**src/rtl/aes_enc_arbiter.sv**
```systemverilog
// aes_enc_arbiter: round-robin front end that shares one iterative AES-128 macro among NREQ clients.
// Define AES_ARB_KEY_CACHE_EN to skip the key-load step when the previous owner re-requests without rekey.
module aes_enc_arbiter #(
  parameter int NREQ = 4,
  parameter int IDW  = $clog2(NREQ)
) (
  input  logic                CLK,
  input  logic                RST,
  input  logic [NREQ-1:0]     req_valid,
  output logic [NREQ-1:0]     req_ready,
  input  logic [NREQ*128-1:0] req_key,
  input  logic [NREQ*128-1:0] req_data,
  input  logic [NREQ-1:0]     req_rekey,
  output logic [NREQ-1:0]     rsp_valid,
  input  logic [NREQ-1:0]     rsp_ready,
  output logic [127:0]        rsp_data,
  output logic [127:0]        core_kin,
  output logic [127:0]        core_din,
  output logic                core_krdy,
  output logic                core_drdy,
  input  logic [127:0]        core_dout,
  input  logic                core_bsy,
  input  logic                core_dvld,
  output logic [IDW-1:0]      owner,
  output logic                busy
);

  localparam logic [2:0] S_IDLE   = 3'd0;
  localparam logic [2:0] S_KEY_LD = 3'd1;
  localparam logic [2:0] S_DAT_ST = 3'd2;
  localparam logic [2:0] S_DAT_WT = 3'd3;
  localparam logic [2:0] S_RESP   = 3'd4;

  logic [2:0]     state_q, state_d;
  logic [IDW-1:0] ptr_q, ptr_d;
  logic [IDW-1:0] owner_q, owner_d;
  logic [127:0]   kin_q, kin_d;
  logic [127:0]   din_q, din_d;
  logic [127:0]   rsp_data_q, rsp_data_d;
  logic           key_vld_q, key_vld_d;

  logic [127:0]   key_arr [NREQ];
  logic [127:0]   dat_arr [NREQ];

  logic           hi_found, lo_found, grant_found;
  logic [IDW-1:0] hi_idx, lo_idx, grant_idx;
  logic           need_key;

  for (genvar g = 0; g < NREQ; g++) begin : g_slice
    assign key_arr[g] = req_key[128*g +: 128];
    assign dat_arr[g] = req_data[128*g +: 128];
  end

  // Round robin: first request strictly above the last grant, else wrap to the lowest request.
  // NOTE: every variable gets a default before the loop so the block stays purely combinational.
  always_comb begin
    hi_found = 1'b0;
    lo_found = 1'b0;
    hi_idx   = '0;
    lo_idx   = '0;
    for (int i = 0; i < NREQ; i++) begin
      if (req_valid[i] && (IDW'(i) > ptr_q) && !hi_found) begin
        hi_found = 1'b1;
        hi_idx   = IDW'(i);
      end
      if (req_valid[i] && !lo_found) begin
        lo_found = 1'b1;
        lo_idx   = IDW'(i);
      end
    end
    grant_found = hi_found | lo_found;
    grant_idx   = hi_found ? hi_idx : lo_idx;
  end

`ifdef AES_ARB_KEY_CACHE_EN
  assign need_key = !(key_vld_q && (grant_idx == owner_q) && !req_rekey[grant_idx]);
`else
  logic unused_cache;
  assign need_key     = 1'b1;
  assign unused_cache = ^{req_rekey, key_vld_q};
`endif

  always_comb begin
    state_d    = state_q;
    ptr_d      = ptr_q;
    owner_d    = owner_q;
    kin_d      = kin_q;
    din_d      = din_q;
    rsp_data_d = rsp_data_q;
    key_vld_d  = key_vld_q;
    case (state_q)
      S_IDLE: begin
        if (grant_found) begin
          ptr_d   = grant_idx;
          owner_d = grant_idx;
          kin_d   = key_arr[grant_idx];
          din_d   = dat_arr[grant_idx];
          state_d = need_key ? S_KEY_LD : S_DAT_ST;
        end
      end
      S_KEY_LD: begin
        key_vld_d = 1'b1;
        state_d   = S_DAT_ST;
      end
      S_DAT_ST: begin
        if (!core_bsy) state_d = S_DAT_WT;
      end
      S_DAT_WT: begin
        if (core_dvld && !core_bsy) begin
          rsp_data_d = core_dout;
          state_d    = S_RESP;
        end
      end
      S_RESP: begin
        if (rsp_ready[owner_q]) state_d = S_IDLE;
      end
      default: state_d = S_IDLE;
    endcase
  end

  // NOTE: state registers use non-blocking assignments so every flop samples pre-edge values.
  always_ff @(posedge CLK or posedge RST) begin
    if (RST) begin
      state_q    <= S_IDLE;
      ptr_q      <= IDW'(NREQ - 1);
      owner_q    <= '0;
      kin_q      <= '0;
      din_q      <= '0;
      rsp_data_q <= '0;
      key_vld_q  <= 1'b0;
    end else begin
      state_q    <= state_d;
      ptr_q      <= ptr_d;
      owner_q    <= owner_d;
      kin_q      <= kin_d;
      din_q      <= din_d;
      rsp_data_q <= rsp_data_d;
      key_vld_q  <= key_vld_d;
    end
  end

  // The accept pulse is masked during reset: a grant cannot be captured while the state is held.
  assign req_ready = (state_q == S_IDLE && grant_found && !RST) ? (NREQ'(1) << grant_idx) : '0;
  assign rsp_valid = (state_q == S_RESP) ? (NREQ'(1) << owner_q) : '0;
  assign core_krdy = (state_q == S_KEY_LD);
  assign core_drdy = (state_q == S_DAT_ST) && !core_bsy;
  assign core_kin  = kin_q;
  assign core_din  = din_q;
  assign rsp_data  = rsp_data_q;
  assign owner     = owner_q;
  assign busy      = (state_q != S_IDLE);

endmodule

```
**config.mk**
```make
export PLATFORM = sky130hd
export DESIGN_NAME = aes_enc_arbiter
export DESIGN_NICKNAME = d
export VERILOG_FILES = /design/src/rtl/aes_enc_arbiter.sv
export SDC_FILE = /design/constraint.sdc
export NUM_CORES = 1
export LEC_CHECK = 0
export ABC_AREA = 1
export BUFFER_PORTS_ARGS = -buffer_cell sky130_fd_sc_hd__buf_2
export CORE_AREA = 5 5 615 617
export DETAILED_ROUTE_END_ITERATION = 6
export DIE_AREA = 0 0 620 622
export GPL_ROUTABILITY_DRIVEN = 0
export SYNTH_ARGS = -nofsm -noshare
export SYNTH_HDL_FRONTEND = slang
export SYNTH_SLANG_ARGS = --single-unit
```
**constraint.sdc**
```tcl
create_clock -name CLK -period 16.1 [get_ports CLK]
set_input_delay 1.61 -clock CLK [delete_from_list [all_inputs] [get_ports CLK]]
set_output_delay 1.61 -clock CLK [all_outputs]
set_load 0.03 [all_outputs]
```
* After elaboration in Yosys (flattened, before gate mapping)
Cells that the tools add are included.
** Operators by class
- Add/sub/neg operators :: 0
- $mul :: 0
- Div/mod/pow operators :: 0
- Magnitude comparators :: 6
- Equal/unequal tests :: 8
- Shift operators :: 2
- Mux-type cells :: 30
- Bitwise operators :: 2
- Reduce and logical (&&, ||, !) cells :: 27
** Operators with widths (count)
- 128-bit binary-select mux with 2-bit select :: 2
- 128-bit two-way mux :: 4
- 3-bit case mux with 5 select lines :: 1
- 1-bit logical AND :: 14
- 3-bit two-way mux :: 4
- 1-bit two-way mux :: 11
- 2-bit two-way mux :: 5
- 1-bit zero test :: 8
- 4-bit two-way mux :: 2
- 2-bit != test (second input constant) :: 4
- 1-bit by 2-bit left shift with 4-bit output (first input constant) :: 2
- 3-bit by 2-bit == test with 1-bit output (second input constant) :: 2
- 1-bit by 2-bit > comparator with 1-bit output (first input constant) :: 2
- 2-bit > comparator (first input constant) :: 2
- 2-bit AND reduction :: 2
- 4-bit AND reduction :: 1
- 3-bit by 1-bit == test with 1-bit output (second input constant) :: 1
- 3-bit == test (second input constant) :: 1
- 3-bit greater-or-equal comparator (second input constant) :: 1
- 3-bit zero test :: 1
- 2-bit by 3-bit less-than comparator with 1-bit output (second input constant) :: 1
- 2-bit inverter with 3-bit output :: 1
- 3-bit nonzero test :: 1
- 1-bit binary-select mux with 2-bit select :: 1
- 1-bit bitwise OR :: 1
** Word-level totals
- Flip-flop bits (word level) :: 391
- Bits in latches :: 0
- Bits in writable memories :: 0
- ROM bits :: 0
- Bits of input ports :: 1168
- Memories kept :: 0

* Depth between registers and ports, before layout
- Depth in word-level cells :: 17
- Depth in mapped cells :: 15
- Depth with buffers taken out :: 13

* Least setup slack after synthesis
Ideal clock, no wire load.
- Path kind :: input -> output
- Start point :: input port RST
- End point :: output port req_ready[1]
- Data arrival time :: 11.722 ns
- Data required time :: 14.490 ns
- Slack :: 2.768 ns
- Stages :: 3
- Buffers on the path :: 0
- Cells stage by stage :: inv_1 -> nand2_1 -> nor3_1
** On the way
- Word-level cells in the longest chain between the ends :: 3
** RTL lines
- start: declaration :: RTL line 8 : input logic RST,
- 1-bit zero test :: RTL line 143 : assign req_ready = (state_q == S_IDLE && grant_found && !RST) ? (NREQ'(1) << grant_idx) : '0;
- 1-bit logical AND :: RTL line 143
- 4-bit two-way mux :: RTL line 143
- end: declaration :: RTL line 10 : output logic [NREQ-1:0] req_ready,
Every way passes these cells.

* Worst setup path after layout
- Start point :: input port req_valid[1]
- End point :: output port req_ready[1]
** On the way
- Word-level cells in the longest chain between the ends :: 13
** RTL lines
- start: declaration :: RTL line 9 : input logic [NREQ-1:0] req_valid,
- 1-bit logical AND (2 in a row) :: RTL line 62 : if (req_valid[i] && (IDW'(i) > ptr_q) && !hi_found) begin
- 1-bit two-way mux :: RTL line 62
- 1-bit zero test :: RTL line 62
- 1-bit logical AND :: RTL line 62
- 1-bit two-way mux :: RTL line 62
- 1-bit zero test :: RTL line 62
- 1-bit logical AND :: RTL line 62
- 1-bit two-way mux :: RTL line 62
- 1-bit bitwise OR :: RTL line 71 : grant_found = hi_found | lo_found;
- 1-bit logical AND (2 in a row) :: RTL line 143
- 4-bit two-way mux (*) :: RTL line 143
Mark *: on every way between the ends. The rest lies on a longest branch, timed or not.

==> flow_summary.ini <==
[run_status]
status = finished, final reports clean

[setup_path]
worstPathRequired_ps = 14490
path_class = input port to output pin
crit_path_max_fanout = 50
end_kind = output pin
arrival_ps = 4350
start_kind = input port

[sta]
grt_setup_unrepaired = false
worst_slew_pin_slew_ps = 1140
post-route-min-period_ps = 5960
final.period_utilization_pct = 37.0
maxSlewHeadroom_pct = 23.8
report.final.slew_viol_count = 0
hold_violations = 0
finClkSkew_ps = 71.5
setup_viol = 0
fmax_mhz = 168
finalSetupTns_ps = 0

[clocking]
cts_buffers = 61
htree_levels = 2
clk_pin_slew_worst_paths_ps = 60
cts_sinks = 391
hold_buffers = 0
cts_root_buffer = clkbuf_16
ctsResizeCount = 0
cts_max_path_buffers = 3
clock_latency_ps = 770
post_cts_buffers = 0
cts_tree = done

[grt]
grt_pass1_vias = 30551
grt_max_degree = 158
grt_overflow = 0
antenna_found_initial = 486
grt_pass1_wl_mm = 385
grt_usage_pct = 15.8

[route]
wl_per_cell_um = 31.7
via_count = 34840
vias_per_cell = 3.43
remaining_drc_errors = 0
wirelength_mm = 322
first_pass_iters = 6
drt_iter0_drc = 4063
ant_nets = 0

[power]
finalPower_uw = 8500
comb_power_share_pct = 61.8
seqPwrFrac_pct = 20.5
share_clk_of_total_power_pct = 17.7
ir_worst_vdd_mv = 0.125
p_sw_share_pct = 57.8
p_int_uw = 3580
power_density_mw_per_mm2 = 210
leakage_uw = 0.0187
p_switching_uw = 4920

[logic_synthesis]
netlist_area_mm2 = 0.0246
ys_ff_latch = 391
ys_top_cells_by_area = dfrtp_1 40%, nand2_1 16%, nand3_1 14%
synthFlopType = dfrtp_1
synth_top_area_cell = dfrtp_1
synthArstFlopShare_pct = 100
yosysWarnings = 0
synth_top_area_share_pct = 39.6
synth_edf_count = 0
synth_nets = 4661
postSynthCellCount = 3493
ys_seq_area_share_pct = 39.9
synth_area_per_cell_um2 = 7.03
yosysUniqueCellTypes = 25

[placed_design]
portBuffers = 1560
dpl-instance-area_mm2 = 0.0375
hpwlAfterDp_mm = 280

[layout]
fin_nets = 6010
finalInstanceArea_mm2 = 0.0404
drive_above_1_share_pct = 38.2
fillers = 43526
area_growth_pct = 64.6

[die]
die_h_um = 622
core_mm2 = 0.371
die_x_um = 620
io_pins = 1565
initial_utilization_pct = 6.61
die_area_mm2 = 0.386
rows = 224

[flow_run]
max_cap_violations = 0

[min_path]
hold_class = flop to flop
[worst paths after layout]
check,from,endpoint,slack (ps),depth (start not counted)
worst max-delay path,req_valid[1],req_ready[1],10140,9
worst min-delay path,core_din[29]$_DFFE_PP0P_,core_din[29]$_DFFE_PP0P_,470,2
worst max register to register,ptr_q[1]$_DFFE_PP1P_,core_kin[120]$_DFFE_PP0P_,10840,14
worst min register to register,core_din[29]$_DFFE_PP0P_,core_din[29]$_DFFE_PP0P_,470,2
max in group asynchronous,RST,core_din[111]$_DFFE_PP0P_,12400,6
min in group asynchronous,RST,core_din[42]$_DFFE_PP0P_,830,2
[critical path: stages]
cell and delay, ps:
buf_2 130, nor2_1 450, o21ai_1 210, nand3_4 100, buf_4 610, nand2_8 400, inv_8 450, nor3_1 120
buf_2 200
[final cells by class]
class | instances | area [µm²] | area share (%)
diodes | 286 | 716 | 1.77
multi-input cells | 2750 | 13100 | 32.5
repair buffers | 1618 | 8290 | 20.5
clock buffers | 76 | 1660 | 4.11
clock inverters | 38 | 502 | 1.24
well taps | 4972 | 6220 | 15.4
flip-flops and latches | 391 | 9790 | 24.2
inverters | 20 | 106 | 0.263
[flip-flops by register name, indices dropped and copies added (netlist names)]
register / cells
rsp_data: 128
core_kin: 128
owner: 2
ptr_q: 2
state_q: 3
core_din: 128
[metal layers]
| metal | wire length [µm] | up-vias | GRT usage [%] |
|---|---|---|---|
| li1 | - | 14827 | - |
| met1 | 108000 | 16319 | 16.0 |
| met2 | 153000 | 2536 | 27.1 |
| met3 | 42000 | 930 | 8.83 |
| met4 | 17500 | 228 | 5.77 |
| met5 | 1600 | - | 0 |
[cells in the final DEF (no fill, tap or decap), types with 3 or more instances in the layout]
master / netlist / final
nand3_1: 689 / 688
dfrtp_1: 389 / 389
mux2_2: 128 / 128
nor3_1: 9 / 9
clkbuf_8: 0 / 8
clkbuf_1: 134 / 7
nand2_8: 0 / 3
buf_4: 26 / 54
inv_6: 0 / 8
nor2_1: 520 / 519
diode_2: 0 / 286
nand4_1: 341 / 341
o21ai_0: 7 / 7
clkinv_2: 1 / 9
clkbuf_16: 0 / 61
clkinv_16: 0 / 3
nand2_1: 1046 / 1045
buf_12: 0 / 4
buf_2: 145 / 1560
clkinv_4: 0 / 3
inv_1: 17 / 16
clkinvlp_4: 0 / 8
bufinv_16: 0 / 7
[logic make-up after synthesis]
kind of cell	synth area share (%)
compound gates	0.209
buf+inv	6.97
mux	5.87
simple gates	47.1
flops	39.9
[power by group through the flow]
stage / logic, µW / registers [µW] / clock network [µW]
6_report: 5250 / 1740 / 1510
5_1_grt: 5590 / 1790 / 1610
4_1_cts: 5370 / 1730 / 1590
3_5_place_dp: 5360 / 1750 / 0
3_3_place_gp: 5360 / 1720 / 0
2_1_floorplan: 2100 / 2680 / 0
[Yosys cell counts, types with 2 or more instances]
library cell and instances:
nor2_1 520, buf_6 13, dfrtp_1 389, clkbuf_1 134, nand3_1 689, nand2_2 4, inv_1 17, buf_1 13
nand2_1 1046, buf_2 145, mux2_2 128, nand4_1 341, o21ai_0 7, inv_2 2, buf_4 26, dfstp_2 2
nor3_1 9
[through the flow]
step	cells	setup slack, ps	util (%)	hold slack [ps]
finish	10151	10140	10.9	475
global route	10009	9960	10.8	493
CTS	9865	10000	10.7	477
detailed placement	9751	9670	10.1	460
global placement	9751	9710	10.1	459
floorplan	3493	2770	-	483
Power figures use the tool's default switching activity.
